`src/rtl/debug_step_streamer_if.sv`:
```
// FIFO-side bus for debug_step_streamer: RX FIFO pop interface plus TX FIFO push interface.
// master = the streamer, slave = the FIFO pair.
interface debug_step_streamer_if;
  logic [7:0] rx_data;
  logic       rx_empty;
  logic       rd;
  logic       tx_full;
  logic       wr;
  logic [7:0] w_data;

  modport master (
    input  rx_data, rx_empty, tx_full,
    output rd, wr, w_data
  );

  modport slave (
    output rx_data, rx_empty, tx_full,
    input  rd, wr, w_data
  );
endinterface

```
`src/rtl/debug_step_streamer.sv`:
```
// Single-step/run controller for the MIPS_DLX core; snapshots debug_signal and streams it MSB first.
// Optional build macro DBG_CHECKSUM_EN: wraps the dump in an 8'hA5 header and a mod-256 data checksum.
module debug_step_streamer #(
  parameter int unsigned DEBUG_W  = 1416,
  parameter logic [7:0]  CMD_STEP = 8'h53,
  parameter logic [7:0]  CMD_RUN  = 8'h52,
  parameter logic [7:0]  CMD_HALT = 8'h48,
  parameter logic [7:0]  CMD_DUMP = 8'h44,
  parameter logic [7:0]  NAK_BYTE = 8'h15
) (
  input  logic                  clock,
  input  logic                  reset_n,
  input  logic [DEBUG_W-1:0]    debug_signal,
  debug_step_streamer_if.master fifo,
  output logic                  cpu_enable,
  output logic                  busy
);
  localparam int unsigned BYTES = DEBUG_W / 8;
  localparam int unsigned CW    = $clog2(BYTES + 2);
`ifdef DBG_CHECKSUM_EN
  localparam int unsigned TOTAL  = BYTES + 2;
  localparam logic [7:0]  HEADER = 8'hA5;
`else
  localparam int unsigned TOTAL  = BYTES;
`endif

  typedef enum logic [2:0] {IDLE, DECODE, STEP, CAPTURE, SEND, NAK} state_e;

  state_e             state_q, state_d;
  logic [7:0]         cmd_q, cmd_d;
  logic [DEBUG_W-1:0] snap_q, snap_d;
  logic [CW-1:0]      cnt_q, cnt_d;
  logic [7:0]         w_data_q, w_data_d;
  logic               cpu_en_q, cpu_en_d;
  logic               rd_q, rd_d;
  int unsigned        data_idx;
  logic [DEBUG_W-1:0] shifted;
  logic [7:0]         next_byte;
`ifdef DBG_CHECKSUM_EN
  logic [7:0]         sum_q, sum_d;
`endif

  // next_byte is the stream byte that follows the one currently held in w_data_q
  always_comb begin
`ifdef DBG_CHECKSUM_EN
    data_idx = 32'(cnt_q);
`else
    data_idx = 32'(cnt_q) + 1;
`endif
    shifted = snap_q << (8 * data_idx);
`ifdef DBG_CHECKSUM_EN
    next_byte = (cnt_q == CW'(BYTES)) ? sum_q + w_data_q : shifted[DEBUG_W-1 -: 8];
`else
    next_byte = shifted[DEBUG_W-1 -: 8];
`endif
  end

  always_comb begin
    state_d  = state_q;
    cmd_d    = cmd_q;
    snap_d   = snap_q;
    cnt_d    = cnt_q;
    w_data_d = w_data_q;
    cpu_en_d = cpu_en_q;
    rd_d     = 1'b0;
`ifdef DBG_CHECKSUM_EN
    sum_d    = sum_q;
`endif
    unique case (state_q)
      IDLE: begin
        if (!fifo.rx_empty) begin
          cmd_d   = fifo.rx_data;
          rd_d    = 1'b1;
          state_d = DECODE;
        end
      end
      DECODE: begin
        if (cmd_q == CMD_RUN) begin
          cpu_en_d = 1'b1;
          state_d  = IDLE;
        end else if (cmd_q == CMD_HALT) begin
          cpu_en_d = 1'b0;
          state_d  = IDLE;
        end else if (cmd_q == CMD_DUMP) begin
          state_d = CAPTURE;
        end else if (cmd_q == CMD_STEP) begin
          // enable is registered: raising it here gives a pulse covering only the STEP cycle
          cpu_en_d = 1'b1;
          state_d  = STEP;
        end else begin
          w_data_d = NAK_BYTE;
          state_d  = NAK;
        end
      end
      STEP: begin
        cpu_en_d = 1'b0;
        state_d  = CAPTURE;
      end
      CAPTURE: begin
        snap_d = debug_signal;
        cnt_d  = '0;
`ifdef DBG_CHECKSUM_EN
        w_data_d = HEADER;
        sum_d    = '0;
`else
        w_data_d = debug_signal[DEBUG_W-1 -: 8];
`endif
        state_d = SEND;
      end
      SEND: begin
        if (!fifo.tx_full) begin
          if (cnt_q == CW'(TOTAL - 1)) begin
            state_d = IDLE;
          end else begin
            cnt_d    = cnt_q + CW'(1);
            w_data_d = next_byte;
          end
`ifdef DBG_CHECKSUM_EN
          if (cnt_q != '0 && cnt_q <= CW'(BYTES)) sum_d = sum_q + w_data_q;
`endif
        end
      end
      NAK: begin
        if (!fifo.tx_full) state_d = IDLE;
      end
      default: state_d = IDLE;
    endcase
  end

  always_ff @(posedge clock or negedge reset_n) begin
    if (!reset_n) begin
      state_q  <= IDLE;
      cmd_q    <= '0;
      snap_q   <= '0;
      cnt_q    <= '0;
      w_data_q <= '0;
      cpu_en_q <= 1'b0;
      rd_q     <= 1'b0;
`ifdef DBG_CHECKSUM_EN
      sum_q    <= '0;
`endif
    end else begin
      state_q  <= state_d;
      cmd_q    <= cmd_d;
      snap_q   <= snap_d;
      cnt_q    <= cnt_d;
      w_data_q <= w_data_d;
      cpu_en_q <= cpu_en_d;
      rd_q     <= rd_d;
`ifdef DBG_CHECKSUM_EN
      sum_q    <= sum_d;
`endif
    end
  end

  // wr follows tx_full in the same cycle so a full FIFO is never pushed
  assign fifo.wr     = (state_q == SEND || state_q == NAK) && !fifo.tx_full;
  assign fifo.rd     = rd_q;
  assign fifo.w_data = w_data_q;
  assign cpu_enable  = cpu_en_q;
  assign busy        = (state_q != IDLE);
endmodule

```
`src/flat_wrapper.sv`:
```
// flat-port wrapper written by rule: the top's interface ports become plain ports
module debug_step_streamer_flat 
#(
  parameter int unsigned DEBUG_W  = 1416,
  parameter logic [7:0]  CMD_STEP = 8'h53,
  parameter logic [7:0]  CMD_RUN  = 8'h52,
  parameter logic [7:0]  CMD_HALT = 8'h48,
  parameter logic [7:0]  CMD_DUMP = 8'h44,
  parameter logic [7:0]  NAK_BYTE = 8'h15
)
  (clock, reset_n, debug_signal, cpu_enable, busy, fifo_rx_data, fifo_rx_empty, fifo_tx_full, fifo_rd, fifo_wr, fifo_w_data);
  debug_step_streamer_if fifo_i ();
  input  logic clock;
  input  logic reset_n;
  input  logic [DEBUG_W-1:0] debug_signal;
  output logic cpu_enable;
  output logic busy;
  input wire logic [$bits(fifo_i.rx_data)-1:0] fifo_rx_data;
  input wire logic [$bits(fifo_i.rx_empty)-1:0] fifo_rx_empty;
  input wire logic [$bits(fifo_i.tx_full)-1:0] fifo_tx_full;
  output wire logic [$bits(fifo_i.rd)-1:0] fifo_rd;
  output wire logic [$bits(fifo_i.wr)-1:0] fifo_wr;
  output wire logic [$bits(fifo_i.w_data)-1:0] fifo_w_data;
  assign fifo_i.rx_data = fifo_rx_data;
  assign fifo_i.rx_empty = fifo_rx_empty;
  assign fifo_i.tx_full = fifo_tx_full;
  assign fifo_rd = fifo_i.rd;
  assign fifo_wr = fifo_i.wr;
  assign fifo_w_data = fifo_i.w_data;
  debug_step_streamer #(.DEBUG_W(DEBUG_W), .CMD_STEP(CMD_STEP), .CMD_RUN(CMD_RUN), .CMD_HALT(CMD_HALT), .CMD_DUMP(CMD_DUMP), .NAK_BYTE(NAK_BYTE)) u_core (.clock(clock), .reset_n(reset_n), .debug_signal(debug_signal), .fifo(fifo_i), .cpu_enable(cpu_enable), .busy(busy));
endmodule
```
`config.mk`:
```
export PLATFORM = sky130hd
export DESIGN_NAME = debug_step_streamer_flat
export DESIGN_NICKNAME = d
export VERILOG_FILES = /design/src/rtl/debug_step_streamer_if.sv /design/src/rtl/debug_step_streamer.sv /design/src/flat_wrapper.sv
export SDC_FILE = /design/constraint.sdc
export NUM_CORES = 2
export LEC_CHECK = 0
export CAP_MARGIN = 20
export CORE_AREA = 2 2 553 555
export CTS_BUF_LIST = sky130_fd_sc_hd__clkbuf_8
export CTS_CLUSTER_DIAMETER = 40
export CTS_CLUSTER_SIZE = 28
export DETAILED_ROUTE_END_ITERATION = 12
export DIE_AREA = 0 0 555 557
export SLEW_MARGIN = 20
export SYNTH_ARGS = -nofsm -noshare
export SYNTH_HDL_FRONTEND = slang
export SYNTH_SLANG_ARGS = --single-unit
```
`constraint.sdc`:
```
create_clock -name clock -period 4.4 [get_ports clock]
set_clock_uncertainty 0.1 [all_clocks]
set_input_delay 0.88 -clock clock [delete_from_list [all_inputs] [get_ports clock]]
set_output_delay 0.88 -clock clock [all_outputs]
set_load 0.1 [all_outputs]
```
# Yosys cells after proc, flatten, opt, wreduce, memory -nomap -nowiden
# Cells that the tools add are included.
[totals] register_bits=1445 latchBits=0 ram_bits=0 rom_bits=0 inputBits=1428 out_inout_bits=12 wordCells=71 memories=0
[classes] addsub=2 mul=0 div=0 n_lt_le_gt_ge=0 n_eq_ne=21 shifts=1 n_mux=26 n_bitwise=1 reduce_logical=13
[ops] cell="$shl 1416x32->1416" n=1
[ops] cell="$mux 8" n=8
[ops] cell="$eq 8x7->1 const B" n=4
[ops] cell="$mux 3" n=8
[ops] cell="$pmux 8 s3" n=1
[ops] cell="$pmux 3 s6" n=1
[ops] cell="$ne 2x2->1 const B" n=8
[ops] cell="$pmux 8 s2" n=1
[ops] cell="$add 8x1->9 const B" n=1
[ops] cell="$add 8x1->8 const B" n=1
[ops] cell="$eq 8x8->1 const B" n=1
[ops] cell="$reduce_and 7->1" n=1
[ops] cell="$eq 3x2->1 const B" n=2
[ops] cell="$eq 3x3->1 const B" n=2
[ops] cell="$mux 1" n=6
[ops] cell="$reduce_and 3->1" n=2
[ops] cell="$reduce_bool 3->1" n=2
[ops] cell="$ne 4x1->1 const B" n=1
[ops] cell="$ne 4x2->1 const B" n=1
[ops] cell="$reduce_and 4->1" n=1
[ops] cell="$reduce_bool 2->1" n=2
[ops] cell="$eq 3x1->1 const B" n=1
[ops] cell="$logic_not 3->1" n=1
[ops] cell="$ne 2x1->1 const B" n=1
[ops] cell="6 further kinds" n=6

# Longest topological paths before layout
[logic_depth] word_depth=6 depth_mapped=20 mapped_depth_nobuf=9

# Worst setup path before layout
# No wires, ideal clock.
[synth_path] kind="flip-flop to flip-flop" from="register u_core.cnt_q[0]" to="register u_core.w_data_q[0] (netlist: u_core.fifo.w_data[0])" setup_time_ps=128 arrival_ps=3745 t_required_ps=4172 setup_slack_ps=427 stages_incl_launch_ff=20 n_path_buf=10 synth_period_minus_slack_ps=3973 path_cell_list="dfrtp_1 -> buf_6 -> buf_8 -> buf_6 -> buf_6 -> buf_4 -> buf_2 -> inv_1 -> ha_1 -> buf_4 -> buf_4 -> clkbuf_1 -> clkbuf_1 -> mux4_2 -> nand2_1 -> nand3_1 -> a21oi_1 -> o22ai_1 -> a22oi_1 -> o22ai_1"
[synth_via] elab_chain_len=5 elab_cells_between_ends=8 classes_between="add/sub: 1; eq/ne: 2; shift: 1; mux: 3; reduce/logical: 1"
[synth_rtl] item="start, declared" line="debug_step_streamer.sv:32" source="logic [CW-1:0] cnt_q, cnt_d;"
[synth_rtl] item="start signal, assigned" line="debug_step_streamer.sv:146" source="cnt_q <= cnt_d;"
[synth_rtl] item="$add 8x1->9" line="debug_step_streamer.sv:48" source="data_idx = 32'(cnt_q) + 1;"
[synth_rtl] item="$shl 1416x32->1416" line="debug_step_streamer.sv:50" source="shifted = snap_q << (8 * data_idx);"
[synth_rtl] item="$mux 8" line="debug_step_streamer.sv:112" source="if (cnt_q == CW'(TOTAL - 1)) begin"
[synth_rtl] item="$mux 8" line="debug_step_streamer.sv:111" source="if (!fifo.tx_full) begin"
[synth_rtl] item="$pmux 8 s3" line="debug_step_streamer.sv:69" source="unique case (state_q)"
[synth_rtl] item="end signal, assigned" line="debug_step_streamer.sv:147" source="w_data_q <= w_data_d;"
[synth_rtl] item="end, declared" line="debug_step_streamer.sv:33" source="logic [7:0] w_data_q, w_data_d;"
# Several ways; a longest one is shown, not always the timed one. The select of a mux whose other input is x is not followed.
# A chain may end at the register's enable or synchronous reset.

# Worst setup path in the final report
[layout_path] from="register u_core.cnt_q[0]" to="register u_core.w_data_q[3] (netlist: u_core.fifo.w_data[3])"
# The elaborated chain is that of the path after synthesis.

==> reports/results.tsv <==
metric	value	unit
outcome	completed	
antenna_found_initial	178	
routed_wire_length_per_instance	26.7	um
dpl.hpwl	268	mm
row_count	203	
boundaryPins	1440	
ys.flop_type	dfrtp_1	
route.vias.total	57300	
crit_path_max_incr_delay	0.56	ns
wirelength	340	mm
layout-drive-gt1-share	12.5	%
path_max_fanout	74	
ys_ff_latch	1445	
layout.nets	9876	
synth_cells	7001	
path_cells	inv_1 -> ha_4 -> buf_12 -> mux4_2 -> and2_1 -> a2111oi_4 -> buf_4 -> a311oi_1 -> a2111oi_2 -> buf_4 -> a2111o_1 -> o21ai_1	
finalMaxSlewViolations	0	
die_y	557	um
ys_seq_area_share	54.9	%
syn_area	0.0659	mm2
synthArstFlopShare	100	%
yosysUniqueCellTypes	73	
drc	0	
grt_setup_unrepaired	no	
num-fill-cells	31800	
grt_util_all_layers	21.5	%
cellPowerDensity	479	mW/mm2
yosysWarningCount	0	
viasPerCell	4.49	
syn_nets	8431	
cts_inserted_buffers	279	
crit_required	5.09	ns
hold_class	input port to register	
crit_buf_inv	4	
portBuffers	1439	
ir_drop	0.511	mV
cts_setup_buffers	0	
critical_path_arrival	4.87	ns
cts_tree	built	
cts.sinks	1445	
cpLargestDelayFamily	compound AO/OA/AOI/OAI gates	
fin_tns_setup	0	ns
core	0.304	mm2
critPathLaunchType	register	
clkLatencyLatePin	1.02	ns
cp_common_cell	buf_4	
gp_congestion	0.882	
initialDrtViolationCount	5698	
synth_area_per_cell	9.42	um2
htree_levels	5	
finish.utilization	30.4	%
endpoint_kind	register	
relSlewSlack	19.9	%
fin_crit	4.18	ns
ant_nets	0	
clkSlewWorstSetupHoldPaths	0.07	ns
clk_path_buf_depth	4	
initial_core_util	21.7	%
critical_path_class	register to register	
finalSetupViolations	0	
grt-ovfl-total	0	
synthToLayoutAreaGrowth	40.1	%
dr.pass1.iters	8	
crit_slowest_cell	a2111oi_2	
dieWidth	555	um
regToRegSetupSlack	0.22	ns
finalHoldViolCount	0	
die_area	0.309	mm2
grt_pass1_wl	463	mm
max_freq	0.239	GHz
leakage	0.0377	uW
grt_max_degree	227	
period_share	95.1	%
grt_pass1_vias	58700	
root_buffer	clkbuf_8	
max_cap_viol_count	0	
synth_edf_count	0	
worst_pin_slew	1.20	ns
==> flip-flops by register name, summed over array words and instances (netlist names) <==
signal,count
u_core.snap_q,1416
u_core.cmd_q,8
u_core.cnt_q,8
u_core.fifo.w_data,8
u_core.state_q,3
u_core.cpu_enable,1
u_core.fifo.rd,1
==> layer usage <==
metal	global-route usage, %	part of all wire, %	vias to the layer above
met4	9.35	4.3	68
met2	35.0	47	2576
met3	5.70	8.1	624
li1	-	-	25600
met1	26.7	40	28500
met5	0	0.13	-
==> layout by cell type, fill, tap and decap left out, types with 18 or more instances in the layout <==
| cell | count |
|---|---|
| buf_12 | 55 |
| nand3_1 | 47 |
| diode_2 | 83 |
| clkbuf_8 | 310 |
| inv_6 | 25 |
| mux4_2 | 385 |
| clkinv_4 | 20 |
| nor2_1 | 18 |
| clkinv_2 | 33 |
| o21ai_0 | 19 |
| mux2i_1 | 28 |
| bufinv_16 | 38 |
| clkinvlp_4 | 26 |
| inv_1 | 31 |
| dfrtp_1 | 1444 |
| clkdlybuf4s50_1 | 1427 |
| buf_4 | 128 |
| nand2_1 | 4388 |
==> worst reg2reg max path: cells and delay by family, from the launching register on <==
| family | cells | cell delay, ns |
|---|---|---|
| buf+inv | 4 | 0.96 |
| fa+ha+maj | 1 | 0.50 |
| flops | 1 | 0.51 |
| simple gates | 1 | 0.24 |
| compound gates | 5 | 1.26 |
| mux | 1 | 0.47 |
==> cell type report <==
cell class | instances | area (um2) | share of cell area [%]
well taps | 3997 | 5000 | 5.42
clock inverters | 195 | 2380 | 2.58
flip-flops and latches | 1445 | 36200 | 39.2
multi-input cells | 5100 | 27900 | 30.2
diodes | 83 | 208 | 0.225
repair buffers | 1612 | 16400 | 17.7
inverters | 8 | 30.0 | 0.0325
clock buffers | 310 | 4270 | 4.62
==> power by group <==
part	switching (uW)	leakage, uW	internal, uW
Sequential	785	0.0128	14300
Clock	7040	0.00341	9070
Combinational	7920	0.0215	5190
Total	15800	0.0377	28500
==> per-stage QoR <==
stage / hold WS (ns) / setup WS, ns / total power (uW) / cell area [um2] / cells
6_report: 0.287 / 0.216 / 44300 / 92300 / 12800
5_1_grt: 0.221 / 0.00390 / 46200 / 92200 / 12700
4_1_cts: 0.137 / 0.0343 / 45100 / 92100 / 12700
3_5_place_dp: 0.358 / -0.440 / 28800 / 85400 / 12200
3_3_place_gp: 0.352 / -0.387 / 28800 / 85400 / 12200
2_1_floorplan: 0.337 / 0.427 / 22000 / 65900 / 7001
==> final timing paths <==
path                                           startpoint                                end  cells after the start
hold / removal                          debug_signal[125]     u_core.snap_q[125]$_DFFE_PN0N_                      3
setup / recovery              u_core.cnt_q[0]$_DFFE_PN0P_  u_core.fifo.w_data[3]$_DFFE_PN0P_                     12
hold reg to reg            u_core.snap_q[110]$_DFFE_PN0N_     u_core.snap_q[110]$_DFFE_PN0N_                      2
max in group asynchronous                         reset_n     u_core.snap_q[968]$_DFFE_PN0N_                      3
min in group asynchronous                         reset_n     u_core.snap_q[505]$_DFFE_PN0N_                      2
setup reg to reg              u_core.cnt_q[0]$_DFFE_PN0P_  u_core.fifo.w_data[3]$_DFFE_PN0P_                     12
==> synth_stat cells, drive strengths merged (5+ instances only) <==
| master | n | area share (%) |
|---|---|---|
| buf | 91 | 1.0 |
| nor3 | 5 | 0.038 |
| nor2 | 20 | 0.11 |
| nor2b | 6 | 0.057 |
| clkbuf | 357 | 2.0 |
| a21oi | 17 | 0.13 |
| nand2 | 4389 | 25 |
| o22ai | 9 | 0.085 |
| nand3 | 47 | 0.36 |
| a32oi | 6 | 0.080 |
| mux4 | 398 | 14 |
| nor4 | 6 | 0.057 |
| nand4 | 12 | 0.11 |
| and3 | 15 | 0.14 |
| a311oi | 6 | 0.080 |
| o21ai | 20 | 0.15 |
| a31oi | 11 | 0.10 |
| mux2 | 12 | 0.21 |
| xnor2 | 7 | 0.13 |
| mux2i | 29 | 0.44 |
| a2111oi | 8 | 0.11 |
| and2 | 6 | 0.057 |
| a221oi | 6 | 0.089 |
| dfrtp | 1445 | 55 |
| inv | 7 | 0.040 |
| o211ai | 5 | 0.057 |
==> cell families after synthesis <==
| family | share of synthesized area (%) |
|---|---|
| AOI/OAI and AO/OA | 1.34 |
| xor gates and xnor gates | 0.184 |
| adders and majority gates | 0.0380 |
| buffers and inverters | 3.10 |
| DFF | 54.9 |
| muxes | 14.3 |
| and+or+nand+nor | 26.2 |
==> repair_timing <==
item,CTS,global route
setup endpoints to repair,1,1
endpoints found under the hold margin,62,0
hold buffers,1,0
pin swaps,0,0
resized for setup,2,1
gates cloned,0,0
No activity file was read; power rests on OpenSTA's default activity.
